===== config.mk =====
export PLATFORM = sky130hd
export DESIGN_NAME = pattern_scheduler
export DESIGN_NICKNAME = d
export VERILOG_FILES = /design/src/rtl/vga_demo_pkg.sv /design/src/rtl/pattern_scheduler.sv
export SDC_FILE = /design/constraint.sdc
export NUM_CORES = 1
export LEC_CHECK = 0
export ABC_CLOCK_PERIOD_IN_PS = 2920
export CELL_PAD_IN_SITES_DETAIL_PLACEMENT = 0
export CELL_PAD_IN_SITES_GLOBAL_PLACEMENT = 1
export CORE_UTILIZATION = 35
export DETAILED_ROUTE_END_ITERATION = 12
export PLACE_DENSITY_LB_ADDON = 0.1
export SYNTH_ARGS = -nofsm -noshare
export SYNTH_HDL_FRONTEND = slang
export SYNTH_SLANG_ARGS = --single-unit

===== constraint.sdc =====
create_clock -name clk_50 -period 2.92 [get_ports clk_50]
set_input_delay 0.584 -clock clk_50 [delete_from_list [all_inputs] [get_ports clk_50]]
set_output_delay 0.584 -clock clk_50 [all_outputs]
set_load 0.02 [all_outputs]

===== src/rtl/vga_demo_pkg.sv =====
// Shared VGA demo definitions: pattern count/width used by the painter and
// the pattern scheduler state encoding.
package vga_demo_pkg;

    localparam int NUM_PATTERNS = 16;
    localparam int PAT_W        = 4;

    typedef enum logic [1:0] {
        SYNC = 2'd0,
        RUN  = 2'd1,
        HOLD = 2'd2
    } sched_state_t;

endpackage


===== src/rtl/pattern_scheduler.sv =====
// Frame-synchronous pattern sequencer: dwell-based auto advance, pause/resume
// and single-step requests, all applied only at frame boundaries.
module pattern_scheduler
    import vga_demo_pkg::*;
#(
    parameter int NUM_PATTERNS = vga_demo_pkg::NUM_PATTERNS,
    parameter int PAT_W        = vga_demo_pkg::PAT_W,
    parameter int DWELL_FRAMES = 60,
    parameter int CNT_W        = 7
) (
    input  logic             clk_50,
    input  logic             reset,
    input  logic             frame_tick,
    input  logic             run_pause,
    input  logic             next_req,
    input  logic             prev_req,
    output logic [PAT_W-1:0] pattern,
    output logic             pattern_change,
    output logic             paused,
    output logic [CNT_W-1:0] dwell_count
);

    localparam logic [PAT_W-1:0] PAT_LAST   = PAT_W'(NUM_PATTERNS - 1);
    localparam logic [CNT_W-1:0] DWELL_LAST = CNT_W'(DWELL_FRAMES - 1);

    sched_state_t state_r;
    logic         pend_next_r;
    logic         pend_prev_r;
    logic         eff_next_s;
    logic         eff_prev_s;

    // Explicit compare so non-power-of-two pattern counts wrap correctly.
    function automatic logic [PAT_W-1:0] pat_inc(input logic [PAT_W-1:0] p);
        return (p == PAT_LAST) ? '0 : p + PAT_W'(1);
    endfunction

    function automatic logic [PAT_W-1:0] pat_dec(input logic [PAT_W-1:0] p);
        return (p == '0) ? PAT_LAST : p - PAT_W'(1);
    endfunction

    // Pending step including a request seen this cycle; newest wins, both cancel.
    always_comb begin
        eff_next_s = pend_next_r;
        eff_prev_s = pend_prev_r;
        if (next_req && prev_req) begin
            eff_next_s = 1'b0;
            eff_prev_s = 1'b0;
        end else if (next_req) begin
            eff_next_s = 1'b1;
            eff_prev_s = 1'b0;
        end else if (prev_req) begin
            eff_next_s = 1'b0;
            eff_prev_s = 1'b1;
        end else begin
            eff_next_s = pend_next_r;
            eff_prev_s = pend_prev_r;
        end
    end

    // Scheduler FSM with dwell counter, pending latch and registered outputs.
    always_ff @(posedge clk_50 or posedge reset) begin
        if (reset) begin
            state_r        <= SYNC;
            pend_next_r    <= 1'b0;
            pend_prev_r    <= 1'b0;
            pattern        <= '0;
            pattern_change <= 1'b0;
            paused         <= 1'b0;
            dwell_count    <= '0;
        end else begin
            pattern_change <= 1'b0;
            case (state_r)
                SYNC: begin
                    pend_next_r <= 1'b0;
                    pend_prev_r <= 1'b0;
                    paused      <= 1'b0;
                    if (frame_tick) begin
                        state_r <= RUN;
                    end
                end
                RUN, HOLD: begin
                    if (frame_tick) begin
                        pend_next_r <= 1'b0;
                        pend_prev_r <= 1'b0;
                        if (eff_next_s) begin
                            pattern        <= pat_inc(pattern);
                            dwell_count    <= '0;
                            pattern_change <= 1'b1;
                        end else if (eff_prev_s) begin
                            pattern        <= pat_dec(pattern);
                            dwell_count    <= '0;
                            pattern_change <= 1'b1;
                        end else if (state_r == RUN && dwell_count == DWELL_LAST) begin
                            pattern        <= pat_inc(pattern);
                            dwell_count    <= '0;
                            pattern_change <= 1'b1;
                        end else if (state_r == RUN) begin
                            dwell_count <= dwell_count + CNT_W'(1);
                        end
                    end else begin
                        pend_next_r <= eff_next_s;
                        pend_prev_r <= eff_prev_s;
                    end
                    // The tick above is judged in the old state; the toggle lands after it.
                    if (run_pause) begin
                        state_r <= (state_r == RUN) ? HOLD : RUN;
                        paused  <= (state_r == RUN);
                    end
                end
                default: begin
                    state_r     <= SYNC;
                    pend_next_r <= 1'b0;
                    pend_prev_r <= 1'b0;
                    paused      <= 1'b0;
                end
            endcase
        end
    end

endmodule


# Word-level counts from Yosys, hierarchy flattened
# Cells that the tools add are included.
dict set report word_totals {
  inputBits 6
  word_cells 56
  reg_bits 17
  output_inout_bits 13
}
dict set report op_classes {
  addsub 3
  eq_ne 6
  mux 30
  n_reduce_logical 10
}
# op count
set ops {}
lappend ops {{2-to-1 mux 7 bit} 4}
lappend ops {{2-to-1 mux 4 bit} 5}
lappend ops {{2-to-1 mux 1 bit} 17}
lappend ops {{adder 7 x 1 -> 7 bit, second input constant} 1}
lappend ops {{== test 7 x 6 -> 1 bit, second input constant} 1}
lappend ops {{2-to-1 mux 2 bit} 3}
lappend ops {{AND reduction 3 bit} 2}
lappend ops {{adder 4 x 1 -> 4 bit, second input constant} 1}
lappend ops {{== test 4 bit, second input constant} 1}
lappend ops {{zero test 4 bit} 1}
lappend ops {{!= test 2 bit, second input constant} 2}
lappend ops {{case mux 2 bit (2 select lines)} 1}
lappend ops {{nonzero test 4 bit} 1}
lappend ops {{subtractor 4 x 1 -> 4 bit, second input constant} 1}
lappend ops {{nonzero test 3 bit} 1}
lappend ops {{== test 2 x 1 -> 1 bit, second input constant} 1}
lappend ops {{== test 2 bit, second input constant} 1}
lappend ops {{logical AND 1 bit} 2}
lappend ops {{zero test 2 bit} 1}
lappend ops {{AND reduction 2 bit} 1}
lappend ops {{OR reduction 2 bit} 1}

# Depth between registers and ports, before layout
dict set report depth {
  depth_word 7
  ltp_mapped 8
  depth_no_buf 7
}

# Worst setup path before layout
# OpenSTA, ideal clock, no wires.
dict set report synth_path {
  kind {input -> register}
  startpoint {in prev_req}
  endpoint {reg dwell_count[3]}
  path_stages 6
  required_time_ps 2801
  setup_ps 119
  n_path_buf 1
  setup_slack_ps 1053
  arrival_ps 1748
  path_cell_list {or4_4 > o2111a_1 > buf_6 > nand4_1 > xor2_1 > nor2_1}
}
dict set report synth_via {
  elab_chain_cells 5
  elab_cells_between_ends 11
  cone_classes {mux: 8; reduce/logical: 3}
}
# item line
set synth_rtl {}
lappend synth_rtl {{start, declared} pattern_scheduler.sv:16} ;# input logic prev_req,
lappend synth_rtl {{2-to-1 mux 1 bit} pattern_scheduler.sv:51} ;# end else if (prev_req) begin
lappend synth_rtl {{2-to-1 mux 1 bit} pattern_scheduler.sv:48} ;# end else if (next_req) begin
lappend synth_rtl {{2-to-1 mux 1 bit} pattern_scheduler.sv:45} ;# if (next_req && prev_req) begin
lappend synth_rtl {{nonzero test 4 bit (no line) / 2-to-1 mux 7 bit (equally long branches)} -}
lappend synth_rtl {{AND reduction 3 bit (no line) / 2-to-1 mux 7 bit (equally long branches)} -}
lappend synth_rtl {{end signal, assigned} pattern_scheduler.sv:98} ;# dwell_count <= dwell_count + CNT_W'(1);
lappend synth_rtl {{end, declared} pattern_scheduler.sv:20} ;# output logic [CNT_W-1:0] dwell_count
# Parallel ways exist; a longest one is shown, timed or not.
# A chain may end at the register's enable or synchronous reset.

# Final worst setup path
# Same ends and word-level chain as after synthesis.

==> results.ini <==
[run_status]
status=finished, final reports clean

[timing]
fmax_mhz=450
slew_violations=0
fin_crit_sh_pct=76.2
tightestPinTransition_ps=746
finalHoldViolCount=0
rsz0062_at_grt=no
fin_ws_ps=696
fin_skew_ps=1.48
relSlewSlack_pct=50.1
setup_viol=0
setup_tns_ps=0
layout_min_cycle_time_ps=2220

[floorplan]
die_w_um=55.1
fp.dieArea_um2=3040
core_um2=2570
initial_utilization_pct=38.5
num_io_pins=19
die_h_um=55.1
rows=18

[yosys]
ys_types=30
synth_top_area_cell=dfrtp_1
synth_top_cells_by_count=17 x dfrtp_1, 10 x nor2_1, 8 x inv_1, 8 x nand2_1, 7 x ha_1
yosysWarnings=0
ys_seq_area_share_pct=43.0
synth_most_common_cell=dfrtp_1
synth_top_area_share_pct=43.0
syn_area_per_cell_um2=9.98
syn-num-nets=112
synth.ff_latch_count=17
synth_edf_count=0
syn_area_um2=988
syn_inst=99
synthArstFlopShare_pct=100
synth_ff_type=dfrtp_1
yosys-top-cells-area=dfrtp_1 43%, ha_1 8.9%, xor2_1 5.3%, mux2_2 4.6%, nor2_1 3.8%

[route]
wl_per_cell_um=13.2
route.detailed.drc=0
drtPass1Iterations=2
final_antenna_net_count=0
dr_total_vias=782
vias_per_cell=5.25
drt-initial-drc-count=3
finalWirelength_mm=1.96

[layout]
area_growth_pct=22.4
n_antenna_cell=0
nets=133
drive_gt1_share_pct=9.24

[clocking]
postCtsResizedCells=0
cts_root_buf=clkbuf_4
post-cts-setup-buffer-count=0
htreeDepth=1
cts_buffers=3
ctsHoldBuffers=0
cts.sinks=17
clk_latency_ps=280
cts_tree=done
clk_pin_slew_ps=100
clk_path_buf_depth=2

[flow_run]
max-cap-violations=0

[global_routing]
antenna_found_initial=0
grt_pass1_wl_mm=3.19
grt_overflow=0
grt_usage_pct=14.9
grt_max_degree=18
grt_pass1_vias=729

[place]
gp_congestion=0.748
numPortBuffers=18
dp_hpwl_mm=1.42
preCtsSetupSlack_ps=403

[worst_setup_path]
worst_ep_arrival_time_ps=2380
crit_required_ps=3070
worstPathMaxFanout=9
timing.rr.start=state_r[1]
regToRegSetupSlack_ps=780
cp-start-kind=input port
r2r_end=pattern[0]
end_kind=register
worstSetupPathType=input port to register
rr_worst_depth=7

[worst_hold_path]
min_path_type=register to register
min_to=paused
whs_path_depth=1
hp-start=paused

[power_and_ir_drop]
peakVddDrop_v=0.000435
leakagePower_nw=0.556
p_total_mw=1.05
powerDensity_nw_per_um2=867

==> kinds of logic after synthesis <==
group	Yosys count	synth area share (%)
buffers and inverters	10	5.32
DFF	17	43.0
AOI/OAI and AO/OA	17	12.2
adders and majority gates	7	8.86
and+or+nand+nor	36	18.9
muxes	5	5.57
xor gates and xnor gates	7	6.20
==> power by group <==
group | total, mW | internal, mW | switching, mW
combinational | 0.518 | 0.257 | 0.262
clock | 0.127 | 0.0530 | 0.0743
sequential | 0.403 | 0.304 | 0.0986
total | 1.05 | 0.614 | 0.434
==> area by class of cell <==
class	instances	area (um2)
clock buffer	4	26.3
fill	259	1360
inverter	8	30.0
multi-input combinational	72	510
sequential	17	425
tap	30	37.5
timing repair buffer	18	180
==> worst max-delay path by stage <==
stage	slack (ps)	from	end
4_1_cts	720	prev_req	dwell_count[3]
3_5_place_dp	400	prev_req	dwell_count[3]
5_1_grt	570	state_r[1]	pattern[0]
3_3_place_gp	430	prev_req	dwell_count[3]
2_1_floorplan	1050	prev_req	dwell_count[3]
6_report	700	prev_req	dwell_count[3]
==> layout by cell type, fill, tap and decap left out, types with 3 or more instances in the layout <==
master	n
clkdlybuf4s50_1	18
dfrtp_1	17
nor2_1	10
nand2_1	8
inv_1	8
ha_1	7
xor2_1	6
nand3_1	5
mux2_2	4
o21ai_0	4
nand2b_1	3
clkbuf_4	3
==> through the flow <==
step / hold slack (ps) / util, % / area [um2] / cells
after floorplan: 510 / - / 988 / 99
after global placement: 489 / 46.1 / 1180 / 145
after detailed placement: 503 / 46.1 / 1180 / 145
after CTS: 528 / 47.1 / 1210 / 149
after global routing: 563 / 47.1 / 1210 / 149
final: 521 / 47.1 / 1210 / 149
==> routing by layer <==
metal  up-vias  track usage, %  part of all wire [%]
li1        384               -                     -
met1       387            20.1                    50
met2         9            23.5                    47
met3         2            2.46                   2.7
met4         0            6.25                  0.66
met5         -               0                     0
==> critical path, stage by stage <==
cell,delay [ps]
clkdlybuf4s50_1,500
or4_4,570
o2111a_1,350
nand4_1,150
xor2_1,160
nor2_1,50
==> sequential cells by signal, summed over array words and instances (netlist names) <==
| name | count |
|---|---|
| pattern_change | 1 |
| state_r | 2 |
| pattern | 4 |
| paused | 1 |
| pend_next_r | 1 |
| pend_prev_r | 1 |
| dwell_count | 7 |
(Power assumes the default switching activity.)
